[config.mk]
export PLATFORM = sky130hd
export DESIGN_NAME = msrv32_dmem_ctrl
export DESIGN_NICKNAME = d
export VERILOG_FILES = /design/src/rtl/msrv32_dmem_pkg.sv /design/src/rtl/msrv32_store_align.sv /design/src/rtl/msrv32_dmem_ctrl.sv
export SDC_FILE = /design/constraint.sdc
export NUM_CORES = 1
export LEC_CHECK = 0
export CAP_MARGIN = 20
export CORE_UTILIZATION = 35
export DETAILED_ROUTE_END_ITERATION = 16
export MAX_ROUTING_LAYER = met4
export PLACE_DENSITY = 0.78
export SLEW_MARGIN = 20
export SYNTH_ARGS = -nofsm -noshare
export SYNTH_HDL_FRONTEND = slang
export SYNTH_HIERARCHICAL = 1
export SYNTH_SLANG_ARGS = --single-unit
[constraint.sdc]
create_clock -name clk_in -period 1.6 [get_ports clk_in]
set_input_delay 0.32 -clock clk_in [delete_from_list [all_inputs] [get_ports clk_in]]
set_output_delay 0.32 -clock clk_in [all_outputs]
set_load 0.005 [all_outputs]
[src/rtl/msrv32_dmem_pkg.sv]
// msrv32_dmem_pkg
// Shared encodings for the data-memory access sequencer:
//   - access size codes coming from the memory stage (byte/half/word)
//   - AHB-Lite HTRANS / HSIZE constants
//   - sequencer state enum and the captured-request record
//   - alignment and size-translation helpers
package msrv32_dmem_pkg;

  localparam logic [1:0] SZ_BYTE = 2'b00;
  localparam logic [1:0] SZ_HALF = 2'b01;
  localparam logic [1:0] SZ_WORD = 2'b10;  // any 1x code means word

  localparam logic [1:0] HTRANS_IDLE   = 2'b00;
  localparam logic [1:0] HTRANS_NONSEQ = 2'b10;

  localparam logic [2:0] HSIZE_BYTE = 3'b000;
  localparam logic [2:0] HSIZE_HALF = 3'b001;
  localparam logic [2:0] HSIZE_WORD = 3'b010;

  typedef enum logic [1:0] {IDLE, ADDR, DATA, ERR} dmem_state_e;

  // Request as captured on the IDLE->ADDR transition.
  typedef struct packed {
    logic        wr;
    logic [31:0] addr;
    logic [31:0] wdata;
    logic [1:0]  size;
    logic        uns;
  } dmem_req_t;

  function automatic logic is_misaligned(input logic [1:0] size, input logic [1:0] lo);
    if (size[1]) return lo != 2'b00;
    if (size[0]) return lo[0];
    return 1'b0;
  endfunction

  function automatic logic [2:0] to_hsize(input logic [1:0] size);
    if (size[1]) return HSIZE_WORD;
    if (size[0]) return HSIZE_HALF;
    return HSIZE_BYTE;
  endfunction

endpackage

[src/rtl/msrv32_store_align.sv]
// msrv32_store_align
// Combinational store lane steering: turns a right-aligned store value into
// AHB byte strobes and lane-replicated write data.
//   size_in     : 00 byte, 01 half, 1x word
//   addr_lo_in  : byte address bits [1:0] (assumed already alignment-checked)
//   wdata_in    : right-aligned store data
//   hwstrb_out  : byte strobes
//   hwdata_out  : replicated write data
module msrv32_store_align (
  input  logic [1:0]  size_in,
  input  logic [1:0]  addr_lo_in,
  input  logic [31:0] wdata_in,
  output logic [3:0]  hwstrb_out,
  output logic [31:0] hwdata_out
);

  always_comb begin
    hwstrb_out = 4'b1111;
    hwdata_out = wdata_in;
    if (!size_in[1]) begin
      if (size_in[0]) begin
        hwstrb_out = 4'b0011 << addr_lo_in;
        hwdata_out = {2{wdata_in[15:0]}};
      end else begin
        hwstrb_out = 4'b0001 << addr_lo_in;
        hwdata_out = {4{wdata_in[7:0]}};
      end
    end
  end

endmodule

[src/rtl/msrv32_dmem_ctrl.sv]
// msrv32_dmem_ctrl
// Data-memory access sequencer between the memory stage and an AHB-Lite bus.
// One outstanding transfer; IDLE -> ADDR -> DATA (-> ERR) -> IDLE.
//   Pipeline side : req_in/wr_in/addr_in/wdata_in/size_in/unsigned_in in,
//                   stall_out, done_out, misaligned_out, bus_err_out out
//   AHB side      : haddr/htrans/hwrite/hsize/hwdata/hwstrb out,
//                   hready_in, hresp_in in
//   Load unit     : load_size_out, ladder_out, load_unsigned_out (captured
//                   at request), ahb_resp_out (hresp during DATA/ERR)
// A hready-low watchdog aborts the transfer after TIMEOUT_CYCLES cycles.
module msrv32_dmem_ctrl
  import msrv32_dmem_pkg::*;
#(
  parameter int unsigned TIMEOUT_CYCLES = 16,
  parameter int unsigned CNT_W          = 5
) (
  input  logic        clk_in,
  input  logic        rst_n_in,
  input  logic        req_in,
  input  logic        wr_in,
  input  logic [31:0] addr_in,
  input  logic [31:0] wdata_in,
  input  logic [1:0]  size_in,
  input  logic        unsigned_in,
  output logic        stall_out,
  output logic        done_out,
  output logic        misaligned_out,
  output logic        bus_err_out,
  output logic [31:0] haddr_out,
  output logic [1:0]  htrans_out,
  output logic        hwrite_out,
  output logic [2:0]  hsize_out,
  output logic [31:0] hwdata_out,
  output logic [3:0]  hwstrb_out,
  input  logic        hready_in,
  input  logic        hresp_in,
  output logic [1:0]  load_size_out,
  output logic [1:0]  ladder_out,
  output logic        load_unsigned_out,
  output logic        ahb_resp_out
);

  dmem_state_e      state_q, state_d;
  logic [CNT_W-1:0] cnt_q, cnt_d;
  dmem_req_t        req_q, req_d;
  logic [1:0]       load_size_q, load_size_d;

  logic        misaligned;
  logic        timeout;
  logic [3:0]  st_strb;
  logic [31:0] st_data;

  assign misaligned = is_misaligned(size_in, addr_in[1:0]);
  // Counter holds the number of consecutive hready-low cycles already spent
  // in the current state; reaching the limit aborts regardless of hready.
  assign timeout    = (state_q != IDLE) && (cnt_q == CNT_W'(TIMEOUT_CYCLES));

  msrv32_store_align u_store_align (
    .size_in    (req_q.size),
    .addr_lo_in (req_q.addr[1:0]),
    .wdata_in   (req_q.wdata),
    .hwstrb_out (st_strb),
    .hwdata_out (st_data)
  );

  always_comb begin
    state_d        = state_q;
    req_d          = req_q;
    load_size_d    = load_size_q;
    stall_out      = 1'b0;
    done_out       = 1'b0;
    misaligned_out = 1'b0;
    bus_err_out    = 1'b0;
    htrans_out     = HTRANS_IDLE;
    case (state_q)
      IDLE: begin
        if (req_in) begin
          if (misaligned) begin
            misaligned_out = 1'b1;
          end else begin
            stall_out   = 1'b1;
            req_d.wr    = wr_in;
            req_d.addr  = addr_in;
            req_d.wdata = wdata_in;
            req_d.size  = size_in;
            req_d.uns   = unsigned_in;
            load_size_d = size_in[1] ? 2'b11 : size_in;
            state_d     = ADDR;
          end
        end
      end
      ADDR: begin
        stall_out = 1'b1;
        if (timeout) begin
          bus_err_out = 1'b1;
          state_d     = IDLE;
        end else begin
          htrans_out = HTRANS_NONSEQ;
          if (hready_in) state_d = DATA;
        end
      end
      DATA: begin
        if (timeout) begin
          stall_out   = 1'b1;
          bus_err_out = 1'b1;
          state_d     = IDLE;
        end else if (hready_in) begin
          // hresp with hready high is the tail of an error response that
          // skipped the first cycle; report it as an error, not a completion.
          if (hresp_in) begin
            stall_out   = 1'b1;
            bus_err_out = 1'b1;
          end else begin
            done_out = 1'b1;
          end
          state_d = IDLE;
        end else begin
          stall_out = 1'b1;
          if (hresp_in) state_d = ERR;
        end
      end
      ERR: begin
        stall_out = 1'b1;
        if (timeout || hready_in) begin
          bus_err_out = 1'b1;
          state_d     = IDLE;
        end
      end
      default: state_d = IDLE;
    endcase
  end

  always_comb begin
    cnt_d = '0;
    if (state_q != IDLE && state_d == state_q && !hready_in) cnt_d = cnt_q + 1'b1;
  end

  always_ff @(posedge clk_in or negedge rst_n_in) begin
    if (!rst_n_in) begin
      state_q     <= IDLE;
      cnt_q       <= '0;
      req_q       <= '0;
      load_size_q <= '0;
    end else begin
      state_q     <= state_d;
      cnt_q       <= cnt_d;
      req_q       <= req_d;
      load_size_q <= load_size_d;
    end
  end

  assign haddr_out  = (state_q == ADDR) ? req_q.addr : 32'd0;
  assign hwrite_out = (state_q == ADDR) && req_q.wr;
  assign hsize_out  = (state_q == ADDR) ? to_hsize(req_q.size) : 3'b000;
  assign hwdata_out = (state_q == DATA && req_q.wr) ? st_data : 32'd0;
  assign hwstrb_out = (state_q == DATA && req_q.wr) ? st_strb : 4'b0000;

  assign load_size_out     = load_size_q;
  assign ladder_out        = req_q.addr[1:0];
  assign load_unsigned_out = req_q.uns;
  assign ahb_resp_out      = (state_q == DATA || state_q == ERR) && hresp_in;

endmodule

* Word-level counts from Yosys, hierarchy flattened
Cells that the tools add are included.
Storage, ports and cells: bits in registers 77, output and inout port bits 84, word-level logic and storage cells 84
Operators by class: add/sub/neg operators 1, eq/ne operators 5, shift operators 2, multiplexer cells 53, bitwise operators 1, reductions and logical operators 14
Operator list (count):
- 32-bit 2-to-1 mux | 4
- 1-bit 2-to-1 mux | 26
- 2-bit 2-to-1 mux | 11
- 3-bit 2-to-1 mux | 5
- 4-bit 2-to-1 mux | 3
- 2-bit one-hot mux with 4 select lines | 1
- 1-bit logical AND | 6
- 1-bit one-hot mux with 3 select lines | 2
- 5-bit by 1-bit adder with 5-bit output (second input constant) | 1
- 5-bit == test (second input constant) | 1
- 5-bit 2-to-1 mux | 1
- 2-bit == test (second input constant) | 2
- 2-bit nonzero test | 2
- 1-bit by 2-bit << shifter with 4-bit output (first input constant) | 1
- 2-bit by 2-bit << shifter with 4-bit output (first input constant) | 1
- 3-bit AND reduction | 1
- 2-bit by 1-bit == test with 1-bit output (second input constant) | 1
- 2-bit == test | 1
- 2-bit logical NOT | 1
- 1-bit logical OR | 2
- 2-bit OR reduction | 1
- 1-bit logical NOT | 1
- 1-bit NOT | 1

* Depth between registers and ports, before layout
depth after elaboration 12, gate-level depth with buffers 5, depth with buffers taken out 5

* Modules after synthesis
The synthesis kept the hierarchy.
Modules (own cells, without submodules):
- msrv32_dmem_ctrl | instances 1, cells each 291, area an instance 3774.9 µm²
- msrv32_store_align | instances 1, cells each 61, area an instance 494.2 µm²

* Worst setup path after synthesis
No wires, ideal clock.
path type register to output, from register cnt_q[0], to output bus_err_out, data arrival time 1426 ps, path slack -146 ps, stages on the path, launching flop included 6, buffers on the path 0, cell sequence dfrtp_1 > inv_1 > ha_1 > nor4bb_1 > o21ai_0 > a21oi_1
On the way: word-level cells in the longest chain between the ends 5, elaborated cells on any way between the ends 7
Ends and longest elaborated chain:
- start: declaration | line msrv32_dmem_ctrl.sv:44 | logic [CNT_W-1:0] cnt_q, cnt_d;
- start signal: assignment | line msrv32_dmem_ctrl.sv:146 | cnt_q <= cnt_d;
- 5-bit == test (*) | line msrv32_dmem_ctrl.sv:56 | assign timeout = (state_q != IDLE) && (cnt_q == CNT_W'(TIMEOUT_CYCLES));
- 1-bit logical AND (*) | line msrv32_dmem_ctrl.sv:56
- 1-bit logical OR | line msrv32_dmem_ctrl.sv:124 | if (timeout || hready_in) begin
- 1-bit 2-to-1 mux | line msrv32_dmem_ctrl.sv:124
- 1-bit one-hot mux with 3 select lines (*) | line msrv32_dmem_ctrl.sv:75 | case (state_q)
- end: declaration | line msrv32_dmem_ctrl.sv:28 | output logic bus_err_out,
Every way passes the cells marked *; elsewhere a longest branch is shown, timed or not.

* Worst setup path after layout
from register req_q[1] (netlist bit), to output hwdata_out[11]
On the way: word-level cells in the longest chain between the ends 3
Ends and longest elaborated chain:
- start: declaration | line msrv32_dmem_ctrl.sv:45 | dmem_req_t req_q, req_d;
- start signal: assignment | line msrv32_dmem_ctrl.sv:147 | req_q <= req_d;
- 32-bit 2-to-1 mux | line msrv32_store_align.sv:21 | if (size_in[0]) begin
- 32-bit 2-to-1 mux | line msrv32_store_align.sv:20 | if (!size_in[1]) begin
- net st_data[11] | line msrv32_dmem_ctrl.sv:51 | logic [31:0] st_data;
- 32-bit 2-to-1 mux | line msrv32_dmem_ctrl.sv:155 | assign hwdata_out = (state_q == DATA && req_q.wr) ? st_data : 32'd0;
- end: declaration | line msrv32_dmem_ctrl.sv:33 | output logic [31:0] hwdata_out,
The timed path passes the listed nets, and every way through them passes these cells.

==> flow_metrics.env <==
export IMPL_run_status="finished with violations"
export IMPL_violations="negative setup slack"
export IMPL_postSynthAreaPerCell_sq_um=12.1
export IMPL_synth_lib_cells_used_distinct=45
export IMPL_cts_tree="done"
export IMPL_die_width_um=112
export IMPL_first_pass_iters=4
export IMPL_routed_wire_length_per_instance_um=18.7
export IMPL_setup_viol_count_final=150
export IMPL_count_of_non_filler_cells_in_the_finished_layout=759
export IMPL_route_final_wire_length_um=14200
export IMPL_power_leakage_uw=0.00386
export IMPL_clock_h_tree_levels=3
export IMPL_groute_usage_overall_pct=23.1
export IMPL_irDropWorstVdd_mv=0.837
export IMPL_crit_path_start_kind="flop"
export IMPL_dp_cells=662
export IMPL_setup_slack_ps=-472
export IMPL_synthesis_yosys_warnings=6
export IMPL_number_of_antenna_violations_at_the_first_check_in_global_routing=0
export IMPL_worst_setup_path_end_kind="output pin"
export IMPL_grt_start_max_net_pins=77
export IMPL_layout_nets=686
export IMPL_clk_insertion_delay_late_ps=320
export IMPL_area_delta_synth_final_pct=87.9
export IMPL_synth_edff_count=0
export IMPL_grt_overflow_total=0
export IMPL_detail_route_vias_per_cell=4.90
export IMPL_route_vias_total=3717
export IMPL_placement_io_buffers=154
export IMPL_drtIter0Drc=102
export IMPL_route_detailed_drc=0
export IMPL_n_antenna_cell=0
export IMPL_regToRegSetupSlack_ps=-340
export IMPL_dpl_worst_slack_ps=-644
export IMPL_synth_area_sq_um=4270
export IMPL_cts_inserted_buffers=9
export IMPL_achievable_frequency_mhz=483
export IMPL_power_density_nw_per_um2=1700
export IMPL_layout_cells_sized_above_1_pct=65.4
export IMPL_final_fill_count=787
export IMPL_cts_sink_count=76
export IMPL_timing_critical_path_required_ps=1280
export IMPL_clock_transition_at_path_regs_ps=60
export IMPL_routabilityCongestion=0.845
export IMPL_cts_hold_buffers=0
export IMPL_synthFlopType="sky130_fd_sc_hd__dfrtp_1"
export IMPL_rsz0062_at_grt="true"
export IMPL_cts_root_buf="sky130_fd_sc_hd__clkbuf_16"
export IMPL_worst_setup_path_type="flop to output pin"
export IMPL_grt_first_pass_wirelength_um=21800
export IMPL_design_core_area_sq_um=11700
export IMPL_report_power_total_uw=13700
export IMPL_yosys_register_bits=76
export IMPL_most_frequent_standard_cell_in_the_layout_excluding_fill_and_tap_cells="sky130_fd_sc_hd__buf_6"
export IMPL_async_flop_share_pct=100
export IMPL_fp_row_count=39
export IMPL_post_route_period_util_pct=130
export IMPL_crit_path_max_fo=6
export IMPL_ys_seq_area_share_pct=44.5
export IMPL_worst_clock_skew_ps=4.80
export IMPL_slew_violations=0
export IMPL_die_height_um=112
export IMPL_grt_pass1_vias=4139
export IMPL_cap_viol_max_count=0
export IMPL_die_outline_area_sq_um=12600
export IMPL_layout_common_cells="125 x sky130_fd_sc_hd__buf_6, 75 x sky130_fd_sc_hd__dfrtp_1, 73 x sky130_fd_sc_hd__clkdlybuf4s50_1, 64 x sky130_fd_sc_hd__and2_4, 64 x sky130_fd_sc_hd__mux2_4"
export IMPL_floorplan_initialDensity_pct=36.6
export IMPL_detailed_place_hpwl_um=7400
export IMPL_min_path_type="input port to async pin"
export IMPL_ioPinCount=157
export IMPL_report_final_hold_viol_count=0
export IMPL_max_clock_path_buffers=2
export IMPL_layout_min_cycle_time_ps=2070
export IMPL_antenna_left=0
export IMPL_post_synthesis_cells=352
export IMPL_timing_critical_path_arrival_ps=1750
sequential cells by signal, indices dropped and copies added, names as in the netlist:
signal             cells
load_unsigned_out      1
load_size_out          1
state_q                2
cnt_q                  5
ladder_out             2
req_q                 65
final cells by class:
cell class / instances / area [sq um] / area share (%)
Clock buffer: 12 / 246 / 3.07
Multi-Input combinational cell: 240 / 2550 / 31.8
Tap cell: 143 / 179 / 2.23
Clock inverter: 4 / 72.6 / 0.905
Timing Repair Buffer: 279 / 3050 / 38.0
Inverter: 5 / 18.8 / 0.234
Sequential cell: 76 / 1900 / 23.7
metrics by stage:
stage	hold WS [ps]	util, %	TNS (ps)	instance area [sq um]
2_1_floorplan	24.4	-	0	4280
3_3_place_gp	371	53.0	-39240	6180
3_5_place_dp	374	53.0	-43260	6180
4_1_cts	25.3	67.0	-39250	7820
5_1_grt	44.6	68.8	-50400	8020
6_report	10.9	68.8	-42410	8020
worst max-delay path, stage by stage, from the launching register on:
cell and delay (ps):
sky130_fd_sc_hd__dfrtp_1 410, sky130_fd_sc_hd__buf_12 150, sky130_fd_sc_hd__nor2_8 190, sky130_fd_sc_hd__buf_12 140
sky130_fd_sc_hd__mux2_4 290, sky130_fd_sc_hd__and2_4 140, sky130_fd_sc_hd__buf_6 100
per-layer routing:
| metal | GRT usage (%) | part of all wire, % | routed length, um | vias up |
|---|---|---|---|---|
| met5 | - | 0 | 0 | - |
| met4 | 6.76 | 2.0 | 279 | 0 |
| met3 | 4.21 | 5.4 | 767 | 26 |
| met2 | 41.0 | 52 | 7440 | 137 |
| met1 | 26.6 | 40 | 5700 | 1846 |
| li1 | - | - | - | 1708 |
power breakdown:
group	switching, uW	leakage (uW)	total (uW)	internal (uW)
clock	776	0.000153	2180	1410
sequential	786	0.000907	3630	2840
combinational	2540	0.00280	7840	5300
total	4110	0.00386	13700	9550
synthesized netlist by cell type (all sizes together), types with 2 or more instances:
master / n / area share [%]
ha: 2 / 0.59
clkbuf: 9 / 0.79
xor2: 2 / 0.41
inv: 5 / 0.44
a21oi: 4 / 0.47
o21bai: 2 / 0.35
dfrtp: 76 / 45
a2bb2oi: 2 / 0.41
nand2: 11 / 0.97
nor3: 2 / 0.23
o21ai: 13 / 1.5
mux2: 80 / 25
and2: 72 / 11
nand3: 4 / 0.59
and3b: 2 / 0.44
buf: 23 / 4.6
nor2: 13 / 1.5
nor3b: 2 / 0.62
mux2i: 9 / 2.1
nand2b: 3 / 0.44
cells by family (layout without fill, tap and decap cells):
family                     Yosys count  after routing  share of synthesized area [%]
DFF                                 76             76                           44.5
and+or+nand+nor                    115            115                           16.4
xor gates and xnor gates             3              3                          0.616
muxes                               89             89                           27.5
AOI/OAI and AO/OA                   29             29                           4.34
adders and majority gates            2              2                          0.586
other                                1              2                         0.0878
buffers and inverters               37            300                           5.86
worst paths after layout:
kind,cells after the start,from,to
worst min-delay path,2,rst_n_in,req_q[26]
max in group asynchronous,2,rst_n_in,req_q[4]
worst max-delay path,6,req_q[1],hwdata_out[11]
worst min register to register,1,req_q[20],req_q[20]
worst max register to register,8,state_q[0],req_q[66]
min in group clk_in,1,req_q[20],req_q[20]
repair_timing:
action	4_1_cts	5_1_grt
setup endpoints to repair	144	152
gates cloned	13	1
gates resized for setup	522	95
pin swaps	51	28
setup buffers	64	22
hold endpoints to repair	0	0
No activity file was read; power rests on OpenSTA's default activity.
